`src/rtl/mc_controller.sv`:
```
// mc_controller: multicycle control FSM for the RV32I subset core
// (lw, sw, R-type, I-type ALU, beq, jal).
// Sequences the shared memory port, ALU and register file, and waits on the
// single-port memory handshake (mem_ready) in FETCH, MEMREAD and MEMWRITE.
//
// Build option:
//   MC_ILLEGAL_TRAP_EN  - when defined, an illegal opcode parks the FSM in
//                         HALT with the extra 'illegal' output held high
//                         until reset. When undefined, an illegal opcode
//                         retires as a two-cycle nop and 'illegal' is absent.
module mc_controller (
    input  logic       clk,
    input  logic       rst_n,
    input  logic [6:0] op,
    input  logic       zero,
    input  logic       mem_ready,
    output logic       mem_req,
    output logic       PCWrite,
    output logic       AdrSrc,
    output logic       MemWrite,
    output logic       IRWrite,
    output logic       RegWrite,
    output logic [1:0] ResultSrc,
    output logic [1:0] ALUSrcA,
    output logic [1:0] ALUSrcB,
    output logic [1:0] ALUOp,
    output logic [1:0] ImmSrc,
`ifdef MC_ILLEGAL_TRAP_EN
    output logic       illegal,
`endif
    output logic       instr_done
);

    localparam logic [6:0] OP_LOAD  = 7'b0000011;
    localparam logic [6:0] OP_STORE = 7'b0100011;
    localparam logic [6:0] OP_RTYPE = 7'b0110011;
    localparam logic [6:0] OP_ITYPE = 7'b0010011;
    localparam logic [6:0] OP_BEQ   = 7'b1100011;
    localparam logic [6:0] OP_JAL   = 7'b1101111;

    typedef enum logic [3:0] {
        FETCH    = 4'd0,
        DECODE   = 4'd1,
        MEMADR   = 4'd2,
        MEMREAD  = 4'd3,
        MEMWB    = 4'd4,
        MEMWRITE = 4'd5,
        EXECR    = 4'd6,
        EXECI    = 4'd7,
        ALUWB    = 4'd8,
        BEQ      = 4'd9,
        JAL      = 4'd10,
        HALT     = 4'd11
    } state_t;

    state_t state_q;
    state_t state_d;

    // Decoded (pre-reset-gating) control values.
    logic       mem_req_c;
    logic       pc_write_c;
    logic       adr_src_c;
    logic       mem_write_c;
    logic       ir_write_c;
    logic       reg_write_c;
    logic [1:0] result_src_c;
    logic [1:0] alu_src_a_c;
    logic [1:0] alu_src_b_c;
    logic [1:0] alu_op_c;
    logic [1:0] imm_src_c;
    logic       instr_done_c;
    logic       illegal_c;
    logic       imm_valid_c;

    // State register, reset to FETCH.
    always_ff @(posedge clk or negedge rst_n) begin
        if (!rst_n) begin
            state_q <= FETCH;
        end else begin
            state_q <= state_d;
        end
    end

    // Next-state and control decode from state, op, zero and mem_ready.
    always_comb begin
        state_d      = state_q;
        mem_req_c    = 1'b0;
        pc_write_c   = 1'b0;
        adr_src_c    = 1'b0;
        mem_write_c  = 1'b0;
        ir_write_c   = 1'b0;
        reg_write_c  = 1'b0;
        result_src_c = 2'b00;
        alu_src_a_c  = 2'b00;
        alu_src_b_c  = 2'b00;
        alu_op_c     = 2'b00;
        instr_done_c = 1'b0;
        illegal_c    = 1'b0;
        imm_valid_c  = 1'b1;

        case (state_q)
            FETCH: begin
                mem_req_c    = 1'b1;
                adr_src_c    = 1'b0;
                alu_src_b_c  = 2'b10;
                result_src_c = 2'b10;
                if (mem_ready) begin
                    ir_write_c = 1'b1;
                    pc_write_c = 1'b1;
                    state_d    = DECODE;
                end
            end

            DECODE: begin
                alu_src_a_c = 2'b01;
                alu_src_b_c = 2'b01;
                case (op)
                    OP_LOAD,
                    OP_STORE: state_d = MEMADR;
                    OP_RTYPE: state_d = EXECR;
                    OP_ITYPE: state_d = EXECI;
                    OP_BEQ:   state_d = BEQ;
                    OP_JAL:   state_d = JAL;
                    default: begin
`ifdef MC_ILLEGAL_TRAP_EN
                        state_d = HALT;
`else
                        instr_done_c = 1'b1;
                        state_d      = FETCH;
`endif
                    end
                endcase
            end

            MEMADR: begin
                alu_src_a_c = 2'b10;
                alu_src_b_c = 2'b01;
                state_d     = (op == OP_LOAD) ? MEMREAD : MEMWRITE;
            end

            MEMREAD: begin
                mem_req_c = 1'b1;
                adr_src_c = 1'b1;
                if (mem_ready) begin
                    state_d = MEMWB;
                end
            end

            MEMWB: begin
                result_src_c = 2'b01;
                reg_write_c  = 1'b1;
                instr_done_c = 1'b1;
                state_d      = FETCH;
            end

            MEMWRITE: begin
                mem_req_c   = 1'b1;
                adr_src_c   = 1'b1;
                mem_write_c = 1'b1;
                if (mem_ready) begin
                    instr_done_c = 1'b1;
                    state_d      = FETCH;
                end
            end

            EXECR: begin
                alu_src_a_c = 2'b10;
                alu_src_b_c = 2'b00;
                alu_op_c    = 2'b10;
                state_d     = ALUWB;
            end

            EXECI: begin
                alu_src_a_c = 2'b10;
                alu_src_b_c = 2'b01;
                alu_op_c    = 2'b10;
                state_d     = ALUWB;
            end

            ALUWB: begin
                reg_write_c  = 1'b1;
                result_src_c = 2'b00;
                instr_done_c = 1'b1;
                state_d      = FETCH;
            end

            BEQ: begin
                alu_src_a_c  = 2'b10;
                alu_src_b_c  = 2'b00;
                alu_op_c     = 2'b01;
                pc_write_c   = zero;
                instr_done_c = 1'b1;
                state_d      = FETCH;
            end

            JAL: begin
                alu_src_a_c = 2'b01;
                alu_src_b_c = 2'b10;
                pc_write_c  = 1'b1;
                state_d     = ALUWB;
            end

`ifdef MC_ILLEGAL_TRAP_EN
            HALT: begin
                illegal_c   = 1'b1;
                imm_valid_c = 1'b0;
                state_d     = HALT;
            end
`endif

            default: begin
                imm_valid_c = 1'b0;
                state_d     = FETCH;
            end
        endcase
    end

    // Immediate format select from op, forced low in HALT / unused encodings.
    always_comb begin
        imm_src_c = 2'b00;
        if (imm_valid_c) begin
            case (op)
                OP_STORE: imm_src_c = 2'b01;
                OP_BEQ:   imm_src_c = 2'b10;
                OP_JAL:   imm_src_c = 2'b11;
                default:  imm_src_c = 2'b00;
            endcase
        end
    end

    // Output drive; reset gating makes every output 0 while rst_n is low.
    always_comb begin
        mem_req    = mem_req_c    & rst_n;
        PCWrite    = pc_write_c   & rst_n;
        AdrSrc     = adr_src_c    & rst_n;
        MemWrite   = mem_write_c  & rst_n;
        IRWrite    = ir_write_c   & rst_n;
        RegWrite   = reg_write_c  & rst_n;
        ResultSrc  = result_src_c & {2{rst_n}};
        ALUSrcA    = alu_src_a_c  & {2{rst_n}};
        ALUSrcB    = alu_src_b_c  & {2{rst_n}};
        ALUOp      = alu_op_c     & {2{rst_n}};
        ImmSrc     = imm_src_c    & {2{rst_n}};
        instr_done = instr_done_c & rst_n;
`ifdef MC_ILLEGAL_TRAP_EN
        illegal    = illegal_c    & rst_n;
`endif
    end

`ifndef MC_ILLEGAL_TRAP_EN
    // illegal_c is only consumed by the trap build.
    logic unused_ok;
    always_comb begin
        unused_ok = illegal_c;
    end
`endif

endmodule

```
`config.mk`:
```
export PLATFORM = sky130hd
export DESIGN_NAME = mc_controller
export DESIGN_NICKNAME = d
export VERILOG_FILES = /design/src/rtl/mc_controller.sv
export SDC_FILE = /design/constraint.sdc
export NUM_CORES = 1
export LEC_CHECK = 0
export BUFFER_PORTS_ARGS = -buffer_cell sky130_fd_sc_hd__buf_2
export CELL_PAD_IN_SITES_DETAIL_PLACEMENT = 1
export CELL_PAD_IN_SITES_GLOBAL_PLACEMENT = 1
export CORE_MARGIN = 10
export CORE_UTILIZATION = 30
export CTS_CLUSTER_SIZE = 40
export DETAILED_ROUTE_END_ITERATION = 12
export GPL_TIMING_DRIVEN = 1
export PLACE_DENSITY = 0.87
export SYNTH_ARGS = -nofsm -noshare
export SYNTH_HDL_FRONTEND = slang
export SYNTH_SLANG_ARGS = --single-unit
```
`constraint.sdc`:
```
create_clock -name clk -period 1.3 [get_ports clk]
set_input_delay 0.26 -clock clk [delete_from_list [all_inputs] [get_ports clk]]
set_output_delay 0.26 -clock clk [all_outputs]
set_load 0.01 [all_outputs]
```
==> results.yml <==
finish:
  largest_reg_flops: 4
  regArea_um2: 105
  regMostFlops: "state_q"
  top_regs: "state_q x4"
  fin_util_pct: 60.6
  num-nets-final: 170
  multiInputGateArea_um2: 656
  area_growth_pct: 91.8
  layout-drive-gt1-share_pct: 64.6
  fin_cells: 186
  fillerInstances: 277
  num_antenna_cells: 0
synthesis:
  syn_inst: 91
  synthTopCellsByArea: "dfrtp_1, nor2b_1, buf_4, nand2_1, and3b_1"
  synth_nets: 102
  synth_edf_count: 0
  synth_top_cell_area_share_pct: 14.3
  yosysTopAreaCell: "dfrtp_1"
  synth_common_cells: "nand2_1, a21oi_1, nor2b_1, nor3_1"
  avgSynthCellArea_um2: 7.69
  synth_cell_types: 45
  ys_seq_area_share_pct: 14.3
  ys.flop_type: "dfrtp_1"
  yosysMostFrequentCell: "nand2_1"
  ys_seq_elements: 4
  synth_area_um2: 699
  yosysWarnings: 0
  synthArstFlopShare_pct: 100
clock_network:
  clk_pin_slew_ns: 0.04
  numCtsBuffers: 3
  clkSinkCount: 4
  ctsHtreeMaxLevel: 1
  cts_tree: "done"
  clk_latency_ns: 0.25
  clock_path_buffers: 2
  clockRootBuffer: "clkbuf_4"
setup_path:
  critPathMaxFanout: 4
  crit_type: "reg2out"
  crit_chain: "or3b_4, nor3_4, and2_4, buf_6"
  crit_arrival_ns: 1.54
  max_stage_delay_ns: 0.44
  crit_required_ns: 1.04
  cp-end-kind: "output port"
  startpoint_type: "register"
  worst_path_max_delay_cell: "dfrtp_2"
floorplanning:
  start_util_pct: 31.6
  die_width_um: 68.3
  coreArea_um2: 2210
  num_rows: 17
  ios: 28
  dieArea_um2: 4660
  die_h_um: 68.3
route:
  drtPass1Iterations: 4
  ant_nets: 0
  vias: 1057
  drc: 0
  vias_per_cell: 5.68
  routed_wl_um: 3740
  routedWlPerCell_um: 20.1
  drt_iter0_drc: 104
global_route:
  grt_pass1_wl_um: 5460
  gr-total-overflow: 0
  grt_antenna_before_repair: 0
  grt_pass1_vias: 1086
  track_usage_pct: 15.2
  grt_max_degree: 12
sta:
  setup_slack_ns: -0.499
  fmax_mhz: 556
  maxSlewViolCount: 0
  fin_skew_ns: 0.0110
  rsz0062_at_grt: "yes"
  worst_pin_slew_ns: 0.430
  slew_headroom_pct: 71.0
  layout_min_cycle_time_ns: 1.80
  setup_viol: 20
  hold_viol: 0
  finalCritPeriodShare_pct: 138
pwr:
  leakage_nw: 0.658
  total_power_mw: 0.686
  powerDensity_nw_per_um2: 511
  ir_drop_uv: 396
run:
  max_cap_viol_count: 0
outcome:
  violations: "negative setup slack"
  outcome: "complete, but fails checks"
placed_design:
  dp.final_hpwl_um: 2540
  dp_cells: 173
  place_congestion: 0.814
  place_ws_ns: -0.284
  io_buffer_count: 27
worst_hold_path:
  hold_path_class: "in2async"
area by class of cell:
| type | count | area share (%) |
|---|---|---|
| multi-input cells | 77 | 48.9 |
| repair buffers | 70 | 37.7 |
| flip-flops and latches | 4 | 7.84 |
| well taps | 28 | 2.61 |
| clock buffers | 4 | 1.96 |
| inverters | 3 | 1.03 |
final timing paths:
kind                            slack [ns]  startpoint         end  depth (start not counted)
worst max-delay path                 -0.50  state_q[0]     IRWrite                          4
worst min-delay path                  0.12       rst_n  state_q[0]                          3
worst max register to register       -0.24  state_q[0]  state_q[1]                          4
worst min register to register        0.75  state_q[1]  state_q[1]                          2
max in group asynchronous             0.53       rst_n  state_q[1]                          3
min in group clk                      0.40       op[4]  state_q[2]                          4
metal layers:
| layer | share of wire (%) | GRT usage (%) | vias to the layer above |
|---|---|---|---|
| li1 | - | - | 478 |
| met1 | 41 | 17.2 | 508 |
| met2 | 50 | 27.1 | 57 |
| met3 | 5.2 | 2.94 | 14 |
| met4 | 3.5 | 6.28 | 0 |
| met5 | 0 | 0 | - |
worst max-delay path, delay by kind of cell, from the launching register on:
kind          cells  cell delay (ns)
buf+inv           1             0.09
flops             1             0.44
simple gates      3             0.77
cell families after synthesis:
family                    count (synthesis)  synth area share, %
and+or+nand+nor                          52                 51.3
AOI/OAI and AO/OA                        22                 22.5
buffers and inverters                    10                 8.05
DFF                                       4                 14.3
xor gates and xnor gates                  3                 3.76
through the flow:
step	area, µm²	TNS, ns	hold WS [ns]
after global placement	1120	-2.25	0.190
after CTS	1230	-7.04	0.0826
after detailed placement	1120	-3.30	0.190
after global routing	1340	-8.89	0.139
final	1340	-7.57	0.119
after floorplan	756	-0.538	-0.0356
power breakdown:
part           switching [mW]  leakage [nW]  internal [mW]
logic                   0.178         0.595          0.183
registers              0.0110        0.0481          0.131
clock network          0.0662        0.0150          0.116
total                   0.255         0.658          0.431
cell usage in the layout, fill, tap and decap left out, types with 2 or more instances in the layout:
cell / n
o21ai_2: 3
nor2_1: 4
nand4_1: 2
xor2_1: 2
nand3_1: 2
a21oi_2: 3
o21ai_1: 2
nor3b_1: 2
buf_6: 8
nor2b_1: 4
and3b_1: 3
buf_4: 34
dfrtp_2: 4
nor4b_4: 2
clkbuf_4: 3
and3_1: 3
nand2_1: 6
buf_2: 26
or2b_1: 2
a21oi_1: 2
a31oi_1: 2
nor3_2: 4
nand4b_1: 2
what timing repair did:
item,in CTS,in global routing
hold buffers,1,0
endpoints found under the hold margin,3,0
endpoints found under the setup margin,21,21
pin swaps,4,6
gates cloned,0,0
buffers inserted,3,6
gates resized for setup,14,16
Power figures use the tool's default switching activity.
